==> config.mk <==
export PLATFORM = sky130hd
export DESIGN_NAME = cyphertext_fetch_ctrl
export DESIGN_NICKNAME = d
export VERILOG_FILES = /design/src/rtl/cyphertext_fetch_ctrl.sv
export SDC_FILE = /design/constraint.sdc
export NUM_CORES = 1
export LEC_CHECK = 0
export BUFFER_PORTS_ARGS = -buffer_cell sky130_fd_sc_hd__buf_4
export CAP_MARGIN = 20
export CORE_AREA = 4 4 201 203
export DETAILED_ROUTE_END_ITERATION = 10
export DIE_AREA = 0 0 205 207
export GPL_ROUTABILITY_DRIVEN = 0
export PLACE_DENSITY = 0.5
export SYNTH_ARGS = -nofsm -noshare
export SYNTH_HDL_FRONTEND = slang
export SYNTH_SLANG_ARGS = --single-unit
export TNS_END_PERCENT = 100
==> constraint.sdc <==
create_clock -name clk -period 2.8 [get_ports clk]
set_input_delay 0.56 -clock clk [delete_from_list [all_inputs] [get_ports clk]]
set_output_delay 0.56 -clock clk [all_outputs]
set_load 0.02 [all_outputs]
==> src/rtl/cyphertext_fetch_ctrl.sv <==
// Sequencer that walks the cyphertext/key ROM block by block and hands each
// registered block, plus the run's key, to the AES-128 decryption core.
module cyphertext_fetch_ctrl #(
  parameter int TEXT_WIDTH = 128,
  parameter int KEY_WIDTH  = 128,
  parameter int ADDR_WIDTH = 4,
  parameter int NUM_BLOCKS = 16
) (
  input  logic                  clk,
  input  logic                  rst_n,
  input  logic                  start_i,
  output logic [ADDR_WIDTH-1:0] pc_o,
  input  logic [TEXT_WIDTH-1:0] cyphertext_i,
  input  logic [KEY_WIDTH-1:0]  key_i,
  output logic [TEXT_WIDTH-1:0] text_o,
  output logic [KEY_WIDTH-1:0]  key_o,
  output logic [ADDR_WIDTH-1:0] blk_idx_o,
  output logic                  valid_o,
  input  logic                  ready_i,
  output logic                  busy_o,
  output logic                  done_o
);

  typedef enum logic [1:0] {
    IDLE  = 2'd0,
    FETCH = 2'd1,
    ISSUE = 2'd2,
    DONE  = 2'd3
  } state_t;

  localparam logic [ADDR_WIDTH-1:0] LAST_PC = ADDR_WIDTH'(NUM_BLOCKS - 1);

  state_t state, state_nxt;
  logic   handshake;
  logic   last_blk;

  assign handshake = valid_o & ready_i;
  assign last_blk  = (pc_o == LAST_PC);

  always_ff @(posedge clk) begin
    if (!rst_n) state <= IDLE;
    else        state <= state_nxt;
  end

  always_comb begin
    state_nxt = state;
    case (state)
      IDLE:    if (start_i) state_nxt = FETCH;
      FETCH:   state_nxt = ISSUE;
      ISSUE:   if (handshake) state_nxt = last_blk ? DONE : FETCH;
      DONE:    state_nxt = IDLE;
      default: state_nxt = IDLE;
    endcase
  end

  always_comb begin
    busy_o = (state != IDLE);
    done_o = (state == DONE);
  end

  // Block data is captured in FETCH and frozen through ISSUE until accepted;
  // the key is captured only on the first block so a run uses a single key.
  always_ff @(posedge clk) begin
    if (!rst_n) begin
      pc_o      <= '0;
      text_o    <= '0;
      key_o     <= '0;
      blk_idx_o <= '0;
      valid_o   <= 1'b0;
    end else begin
      case (state)
        IDLE: pc_o <= '0;
        FETCH: begin
          text_o    <= cyphertext_i;
          blk_idx_o <= pc_o;
          valid_o   <= 1'b1;
          if (pc_o == '0) key_o <= key_i;
        end
        ISSUE: begin
          if (handshake) begin
            valid_o <= 1'b0;
            if (!last_blk) pc_o <= pc_o + ADDR_WIDTH'(1);
          end
        end
        DONE: pc_o <= '0;
        default: pc_o <= '0;
      endcase
    end
  end

endmodule

# Word-level counts from Yosys, hierarchy flattened
# Index checks and enable logic that the tools add are counted.
dict set report classes {
  n_addsub 1
  n_eq_ne 7
  mux 9
  bitwise 1
  reduce_logical 10
}
# op n
set ops {}
lappend ops {{$mux 4} 2}
lappend ops {{$pmux 2 s4} 1}
lappend ops {{$pmux 4 s2} 1}
lappend ops {{$mux 2} 3}
lappend ops {{$ne 2x2->1 const B} 3}
lappend ops {{$reduce_and 2->1} 3}
lappend ops {{$reduce_bool 2->1} 3}
lappend ops {{$add 4x1->4 const B} 1}
lappend ops {{$eq 2x2->1 const B} 2}
lappend ops {{$eq 4x4->1 const B} 1}
lappend ops {{$logic_not 4->1} 1}
lappend ops {{$reduce_and 3->1} 1}
lappend ops {{$eq 2x1->1 const B} 1}
lappend ops {{$logic_not 2->1} 1}
lappend ops {{$pmux 1 s2} 1}
lappend ops {{$reduce_or 2->1} 1}
lappend ops {{$and 1x1->1} 1}
lappend ops {{$mux 1} 1}
dict set report word_totals {
  ff_bits 267
  inputBits 260
  output_inout_bits 267
  word_cells 34
}

# Longest topological paths before layout
dict set report depth {
  depth_word 4
  mapped_depth 8
  ltp_nobuf 5
}

# Least setup slack after synthesis
# Ideal clock, no wire load.
dict set report synth_path {
  kind {register -> register}
  from {register pc_o[0]}
  to {register key_o[27]}
  setup_ps 116
  arrival_ps 1446
  required_ps 2684
  path_slack_ps 1237
  stages_incl_launch_ff 8
  path_buffers 2
  synth_period_minus_slack_ps 1563
  path_cell_list {dfxtp_1 inv_1 ha_1 and4bb_2 buf_4 buf_2 nand2_1 a21boi_1}
}
dict set report synth_between {
  elab_chain_cells 2
}
# element line
set synth_lines {}
lappend synth_lines {{from (decl)} 12} ;# output logic [ADDR_WIDTH-1:0] pc_o,
lappend synth_lines {{from (signal assigned)} 82} ;# if (!last_blk) pc_o <= pc_o + ADDR_WIDTH'(1);
lappend synth_lines {{$logic_not 4->1} 77} ;# if (pc_o == '0) key_o <= key_i;
lappend synth_lines {{$reduce_and 2->1 (no line)} -}
lappend synth_lines {{to (signal assigned)} 77}
lappend synth_lines {{to (decl)} 16} ;# output logic [KEY_WIDTH-1:0] key_o,
# No other way between the ends.
# A chain may end at the register's enable or synchronous reset.

# Worst setup path after layout
dict set report layout_path {
  from {register state[0]}
  to {output busy_o}
}
dict set report layout_between {
  elab_chain_cells 1
}
# element line
set layout_lines {}
lappend layout_lines {{from (decl)} 33} ;# state_t state, state_nxt;
lappend layout_lines {{from (signal assigned)} 42} ;# else state <= state_nxt;
lappend layout_lines {{$reduce_bool 2->1} 57} ;# busy_o = (state != IDLE);
lappend layout_lines {{to (decl)} 20} ;# output logic busy_o,
# No other way between the ends.

==> results.ini <==
[run_status]
outcome=complete, no violations

[power_and_ir_drop]
power.density_nw_per_um2=1010
p_seq_share_pct=33.4
p_sw_uw=5780
p_sw_share_pct=36.8
clkPwrFrac_pct=26.1
leakage_uw=0.00680
combPwrFrac_pct=40.5
intPower_uw=9940
finalPower_uw=15700
ir_drop_mv=0.621

[yosys]
netlist_area_um2=10100
syn_area_per_cell_um2=9.77
synth_top_area_cell=dfxtp_1
synth_cell_types=29
netlist_instances=1034
synth_area_leaders=dfxtp_1 (53%), mux2i_1 (13%), nand2_1 (9.7%)
synth_warnings=0
synth_nets=1300
synth_top_area_share_pct=52.9
ys_seq_area_share_pct=52.9
yosys_register_bits=267

[global_route]
first_global_vias=8729
antenna_found_initial=0
track_usage_pct=16.5
grt_max_degree=110
overflow=0
grt_pass1_wl_mm=55.2

[setup_path]
critPathKind=reg2out
cp_slowest_stage_delay_ns=0.40
cp-end-kind=primary output
crit_buf_inv=3
crit_path_start_kind=register
crit_required_ns=2.24
rrSetupSlack_ns=0.84
path_delay_family=flip-flops
crit_top_cell=inv_1
slowest_stage=dfxtp_1
worstPathMaxFanout=4
worstRegToRegCells=7
arrival_ns=1.53
rr_startpoint=state[1]
worstReg2RegEnd=key_o[86]
cp_cell_sequence=inv_1 > ha_1 > inv_1 > buf_4

[cells_and_area]
num-nets-final=1798
fin_area_um2=15600
drive_above_1_share_pct=38.4
final_common_cell=buf_4
final_util_pct=40.6
syn_to_final_growth_pct=54.4
final_cell_mix=buf_4 (530), dfxtp_1 (267), nand2_1 (262)
nFillCells=3883

[cts]
cts_tree=built
cts_buffers=31
cts_buffer_depth=3
clk_latency_ns=0.56
post_cts.resized_instances=0
clk_pin_slew_ns=0.06
clkSinkCount=267
hold_buffers=0
h-tree-depth=1
cts_setup_buffers=0
clockRootBuffer=clkbuf_16

[floorplan]
die_h_um=207
die_area_um2=42400
ioPinCount=527
rows=72
coreArea_um2=38500
start_util_pct=26.3
chipWidth_um=205

[sta]
worst_pin_slew_ns=0.851
skew_ns=0.0197
setup_viol=0
hold_slack_ns=0.238
fin_setup_tns_ns=0
fmax_mhz=478
slew_violations=0
rsz0062_at_grt=false
final_hold_viol_count=0
relSlewSlack_pct=43.3
layout_min_cycle_time_ns=2.09
period_share_pct=74.7

[min_path]
holdCritPathClass=in2reg
whs_endpoint=key_o[1]
min_delay_path_depth=3
hold_start=key_i[1]

[route]
wl_mm=37.5
drc=0
detail-route-antenna-nets=0
viasPerCell=4.25
dr_total_vias=8823
firstDrtPassIters=4
wire_per_inst_um=18.1
drtIter0Drc=324

[placed_design]
dpl.hpwl_mm=28.3
post_dp_cell_area_um2=14600
port_buffers=526

[run]
cap_violations=0

worst max-delay path by stage:
stage,depth (start not counted),startpoint,end
after global placement,6,pc_o[0],key_o[114]
final,4,state[0],busy_o
after global routing,4,state[0],busy_o
after CTS,4,state[0],busy_o
after detailed placement,6,pc_o[0],key_o[45]
after floorplan,7,pc_o[0],key_o[27]
area by class of cell:
cell class              instances  area (µm²)  area share (%)
diodes                          1        2.50          0.0160
repair buffers                538        4130            26.5
clock buffers                  40         880            5.64
well taps                     518         648            4.15
clock inverters                17         166            1.07
inverters                       5        18.8           0.120
flip-flops and latches        267        5350            34.3
multi-input cells             689        4410            28.3
routing by layer:
layer  global-route usage, %  share of wire (%)  vias to the layer above
met5                       0                  0                        -
met4                    4.99                3.1                        0
met3                    7.35                 12                       44
met2                    27.6                 47                      383
met1                    19.1                 39                     4023
li1                        -                  -                     4373
cell usage after synthesis:
master and number:
a211oi_1 2, a21boi_1 128, a21boi_2 1, a21oi_1 1
a41oi_1 1, and4_1 1, and4bb_2 1, buf_2 32
buf_4 12, clkbuf_1 29, dfxtp_1 267, ha_1 6
inv_1 4, inv_2 1, mux2i_1 133, nand2_1 262
nand3_1 3, nand4bb_1 1, nor2b_1 138, nor3_1 2
o211a_1 1, o21ai_0 1, o21ai_1 1, o21ba_1 1
o22ai_1 1, o2bb2ai_1 1, o31ai_1 1, o41ai_1 1
or3b_1 1
metrics by stage:
| stage | setup WS (ns) | cells |
|---|---|---|
| after floorplan | 1.24 | 1034 |
| after global placement | 0.843 | 2017 |
| after detailed placement | 0.868 | 2017 |
| after CTS | 0.662 | 2074 |
| after global routing | 0.571 | 2074 |
| final | 0.708 | 2075 |
cells by family after synthesis:
family,synth area share [%]
compound gates,10.5
fa+ha+maj,0.743
buf+inv,3.74
flops,52.9
mux,13.2
simple gates,18.9
power groups by stage:
stage / logic, µW / registers, µW / clock network, µW
floorplan: 2830 / 6340 / 0
global placement: 6480 / 5290 / 0
detailed placement: 6490 / 5310 / 0
CTS: 6490 / 5250 / 4250
global route: 6880 / 5360 / 4420
finish: 6370 / 5240 / 4100
tightest hold or removal path, cell delays in order:
cell and delay [ns]:
buf_4 0.11, nand2_1 0.04, a21boi_1 0.05
registers in the layout, indices dropped and copies added, names as in the netlist:
name / cells
key_o: 128
text_o: 128
blk_idx_o: 4
pc_o: 4
state: 2
valid_o: 1
Note: power is estimated with default switching activity, not from simulation.
